## config.mk

```make
export PLATFORM = sky130hd
export DESIGN_NAME = bcd_updown_counter
export DESIGN_NICKNAME = d
export VERILOG_FILES = /design/src/rtl/bcd_pkg.sv /design/src/rtl/bcd_digit.sv /design/src/rtl/bcd_updown_counter.sv
export SDC_FILE = /design/constraint.sdc
export NUM_CORES = 1
export LEC_CHECK = 0
export ABC_CLOCK_PERIOD_IN_PS = 2600
export CAP_MARGIN = 20
export CORE_MARGIN = 2
export CORE_UTILIZATION = 40
export CTS_CLUSTER_DIAMETER = 80
export DETAILED_ROUTE_END_ITERATION = 10
export PLACE_DENSITY = 0.69
export SLEW_MARGIN = 15
export SYNTH_ARGS = -nofsm -noshare
export SYNTH_HDL_FRONTEND = slang
export SYNTH_SLANG_ARGS = --single-unit
```

## constraint.sdc

```tcl
create_clock -name clk -period 2.6 [get_ports clk]
set_input_delay 0.52 -clock clk [delete_from_list [all_inputs] [get_ports clk]]
set_output_delay 0.52 -clock clk [all_outputs]
set_load 0.05 [all_outputs]
```

## src/rtl/bcd_pkg.sv

```systemverilog
// Shared BCD nibble constants and per-digit increment/decrement helpers.
package bcd_pkg;

  localparam int unsigned BCD_W = 4;
  localparam logic [BCD_W-1:0] BCD_MAX = 4'd9;
  localparam logic [BCD_W-1:0] BCD_MIN = 4'd0;

  function automatic logic [BCD_W-1:0] bcd_inc(input logic [BCD_W-1:0] d);
    return (d >= BCD_MAX) ? BCD_MIN : d + 4'd1;
  endfunction

  function automatic logic [BCD_W-1:0] bcd_dec(input logic [BCD_W-1:0] d);
    return (d == BCD_MIN) ? BCD_MAX : d - 4'd1;
  endfunction

endpackage

```

## src/rtl/bcd_digit.sv

```systemverilog
// Single BCD digit register with clear/load/step; exposes is_max/is_min
// so the top level can build the carry/borrow chain.
module bcd_digit
  import bcd_pkg::*;
(
  input  logic             clk,
  input  logic             clear,
  input  logic             load,
  input  logic [BCD_W-1:0] load_val,
  input  logic             step,
  input  logic             up,
  output logic [BCD_W-1:0] value,
  output logic             is_max,
  output logic             is_min
);

  always_ff @(posedge clk) begin
    if (clear) begin
      value <= BCD_MIN;
    end else if (load) begin
      value <= load_val;
    end else if (step) begin
      value <= up ? bcd_inc(value) : bcd_dec(value);
    end
  end

  assign is_max = (value == BCD_MAX);
  assign is_min = (value == BCD_MIN);

endmodule

```

## src/rtl/bcd_updown_counter.sv

```systemverilog
// Multi-digit BCD up/down counter with parallel load, wrap/saturate limits,
// a sticky terminal-value match flag and a load-error pulse.
module bcd_updown_counter
  import bcd_pkg::*;
#(
  parameter int unsigned DIGITS = 4,
  parameter bit          WRAP   = 1'b1
) (
  input  logic                  clk,
  input  logic                  clear,
  input  logic                  enable,
  input  logic                  up,
  input  logic                  load,
  input  logic [4*DIGITS-1:0]   data,
  input  logic [4*DIGITS-1:0]   count_to,
  output logic [4*DIGITS-1:0]   count,
  output logic                  rco,
  output logic                  done,
  output logic                  load_err
);

  logic [DIGITS-1:0]   is_max, is_min, step;
  logic [DIGITS:0]     chain;
  logic [4*DIGITS-1:0] load_val, next_count;
  logic                load_bad, at_limit, hold, advance;
  logic [BCD_W-1:0]    nib;

  always_comb begin
    advance  = enable & ~clear & ~load;
    at_limit = up ? (&is_max) : (&is_min);
    // Saturating mode freezes every digit at the limit instead of rolling over.
    hold     = at_limit & ~WRAP;
    chain    = '0;
    chain[0] = 1'b1;
    step     = '0;
    load_val = '0;
    load_bad = 1'b0;
    next_count = '0;
    nib      = '0;
    for (int i = 0; i < int'(DIGITS); i++) begin
      chain[i+1] = chain[i] & (up ? is_max[i] : is_min[i]);
      step[i]    = advance & ~hold & chain[i];
      nib        = data[4*i +: 4];
      if (nib > BCD_MAX) begin
        load_val[4*i +: 4] = BCD_MIN;
        load_bad           = 1'b1;
      end else begin
        load_val[4*i +: 4] = nib;
      end
      next_count[4*i +: 4] = chain[i] ? (up ? bcd_inc(count[4*i +: 4]) : bcd_dec(count[4*i +: 4]))
                                      : count[4*i +: 4];
    end
  end

  for (genvar g = 0; g < int'(DIGITS); g++) begin : gen_digit
    bcd_digit u_digit (
      .clk      (clk),
      .clear    (clear),
      .load     (load),
      .load_val (load_val[4*g +: 4]),
      .step     (step[g]),
      .up       (up),
      .value    (count[4*g +: 4]),
      .is_max   (is_max[g]),
      .is_min   (is_min[g])
    );
  end

  always_ff @(posedge clk) begin
    if (clear) begin
      rco      <= 1'b0;
      done     <= 1'b0;
      load_err <= 1'b0;
    end else begin
      rco      <= advance & at_limit;
      load_err <= load & load_bad;
      // Only a real step can set done; a load (even of count_to) clears it.
      done     <= load ? 1'b0 : (done | (advance & ~hold & (next_count == count_to)));
    end
  end

endmodule

```

==> flow_summary.json <==
{
  "max_cap_violations": 0,
  "grt_max_degree": 35,
  "ys_warn_count": 0,
  "root_buffer": "clkbuf_8",
  "detail_route.wl_per_cell_um": 15.7,
  "viasPerCell": 5.81,
  "clk_pin_slew_ns": 0.08,
  "tightestPinTransition_ns": 0.509,
  "count_of_input_and_output_buffers": 55,
  "layout-drive-gt1-share_pct": 18.2,
  "postSynth.asyncResetShare_pct": 0,
  "synth.net_count": 373,
  "route.detailed.drc": 0,
  "yosysMostFrequentCell": "nor2_1",
  "yosys.area.top_type_share_pct": 16.3,
  "arrival_ns": 2.68,
  "design.portCount": 56,
  "grt_usage_pct": 23.9,
  "final.setup_skew_ns": 0.00638,
  "final.min_clock_period_ns": 2.49,
  "start_kind": "flip-flop",
  "slew_violations": 0,
  "globalRouteOverflowTotal": 0,
  "timing.final.crit_share_pct": 95.8,
  "placed_cell_area_mm2": 0.00325,
  "post_synth_main_area_contributors": "dfxtp_1, ha_1, nor2_1",
  "cellPowerDensity_mw_per_mm2": 352,
  "placer_congestion_estimate": 0.908,
  "timing.slew.headroom_pct": 65.9,
  "fin_setup_tns_ns": 0,
  "place_inst": 476,
  "ys_seq_area_share_pct": 16.3,
  "worst-path-max-fanout": 3,
  "die_h_um": 80.3,
  "cts_made_buffers": 3,
  "global_route_wire_length_before_repair_mm": 12.3,
  "synthesis.area_mm2": 0.00233,
  "finish.utilization_pct": 60.1,
  "antenna_left": 0,
  "run_status": "finished clean",
  "fp.dieArea_mm2": 0.00644,
  "postSynthRegisterBits": 19,
  "detailedPlacementHpwl_mm": 5.84,
  "h-tree-depth": 1,
  "vdd_ir_drop_max_mv": 0.198,
  "post_synth_edffs": 0,
  "clk-insertion-delay-late_ns": 0.27,
  "startpoint_to_endpoint_class_of_the_critical_path": "reg2reg",
  "post-route-cell-area_mm2": 0.00335,
  "number_of_global_route_vias_before_repair": 2552,
  "ctsLongestPathBuffers": 2,
  "final_net_count": 462,
  "grt_antenna_before_repair": 0,
  "average_instance_area_after_synthesis_um2": 7.21,
  "timing_hold_violations_final": 0,
  "worst_hold_path_type": "reg2reg",
  "worst-endpoint-required_ns": 2.79,
  "yosys.cell_types.count": 60,
  "number_of_buffers_inserted_for_hold_repair_after_clock_tree_synthesis": 0,
  "rsz0062_at_grt": "true",
  "antenna_cells_inserted": 0,
  "synth_top_cell_by_area": "dfxtp_1",
  "core.rowCount": 27,
  "synth.top_cells.by_count": "nor2_1, clkbuf_1, dfxtp_1, o21ai_0",
  "post_syn_instances": 323,
  "drtIter0Drc": 203,
  "die_w_um": 80.3,
  "hold_worst_slack_ns": 0.481,
  "postRouteWirelength_mm": 7.57,
  "via_count": 2808,
  "endpoint_kind": "flip-flop",
  "clock_sink_count": 19,
  "max_freq_ghz": 0.401,
  "cts_tree": "built",
  "setup_viol_count_final": 0,
  "area_growth_pct": 44.0,
  "dominantRegCellSynth": "dfxtp_1",
  "p_leak_nw": 1.34,
  "fp.coreArea_mm2": 0.00557,
  "detail_route.first_pass.iterations": 6,
  "fin_cells": 483,
  "initial_utilization_pct": 41.8
}
[cell usage in the layout, fill, tap and decap left out, drive strengths merged, types with 4 or more instances in the layout]
cell / n
clkdlybuf4s50: 54
buf: 52
nor2: 34
o21ai: 19
dfxtp: 19
a21oi: 18
nand2: 18
inv: 18
nand3: 15
ha: 13
xnor2: 11
a211oi: 10
nor3: 9
xor2: 9
a31oi: 8
nor2b: 7
mux2i: 6
nand2b: 6
o31ai: 5
and3: 4
o21bai: 4
a22oi: 4
nor3b: 4
o32a: 4
or3b: 4
o211ai: 4
clkbuf: 4
[metrics by stage]
| step | setup WS, ns | power [mW] |
|---|---|---|
| finish | 0.108 | 1.18 |
| global route | -0.0476 | 1.25 |
| CTS | 0.0780 | 1.17 |
| detailed placement | -0.406 | 0.934 |
| global placement | -0.284 | 0.929 |
| floorplan | 0.000722 | 0.685 |
[routing by layer]
metal	global-route usage [%]	up-vias	part of all wire [%]	routed length, um
met5	0	-	0	0
met4	5.76	0	1.1	86
met3	2.47	8	7.7	582
met2	39.2	124	46	3460
met1	33.4	1299	45	3450
li1	-	1377	-	-
[cell type report]
cell class	instances	area, um2
Tap cell	72	90.1
Inverter	18	67.6
Clock buffer	4	45.0
Sequential cell	19	385
Fill cell	516	2220
Timing Repair Buffer	107	952
Multi-Input combinational cell	263	1810
[cells by family after synthesis]
| family | synth area share, % |
|---|---|
| muxes | 2.58 |
| and+or+nand+nor | 30.0 |
| xor gates and xnor gates | 7.53 |
| buffers and inverters | 6.77 |
| adders and majority gates | 6.99 |
| DFF | 16.3 |
| AOI/OAI and AO/OA | 29.8 |
[path summary, 6_finish.rpt]
check | start | endpoint | slack [ns] | depth (start not counted)
setup / recovery | gen_digit[0].u_digit.value[1] | done | 0.11 | 9
hold / removal | done | done | 0.48 | 2
setup reg to reg | gen_digit[0].u_digit.value[1] | done | 0.11 | 9
hold reg to reg | done | done | 0.48 | 2
[sequential cells by signal (all words and copies together) (netlist names)]
name / count
gen_digit.u_digit.value: 16
done: 1
rco: 1
load_err: 1
[critical path, stage by stage (launching register included)]
cell and delay (ns):
dfxtp_2 0.33, inv_2 0.07, ha_4 0.14, or4b_4 0.46, and2_4 0.17, nor4b_4 0.31
mux2i_1 0.14, a2111oi_2 0.40, nand4_1 0.18, o31ai_2 0.20
[where the power goes]
group | switching, mW | internal (mW) | total [mW]
clock network | 0.122 | 0.110 | 0.231
registers | 0.0197 | 0.308 | 0.328
logic | 0.328 | 0.293 | 0.621
[repair_timing]
action,CTS,global route
pin swaps,5,4
buffers inserted,3,0
setup endpoints to repair,1,1
gates resized for setup,6,5
Power figures use the tool's default switching activity.
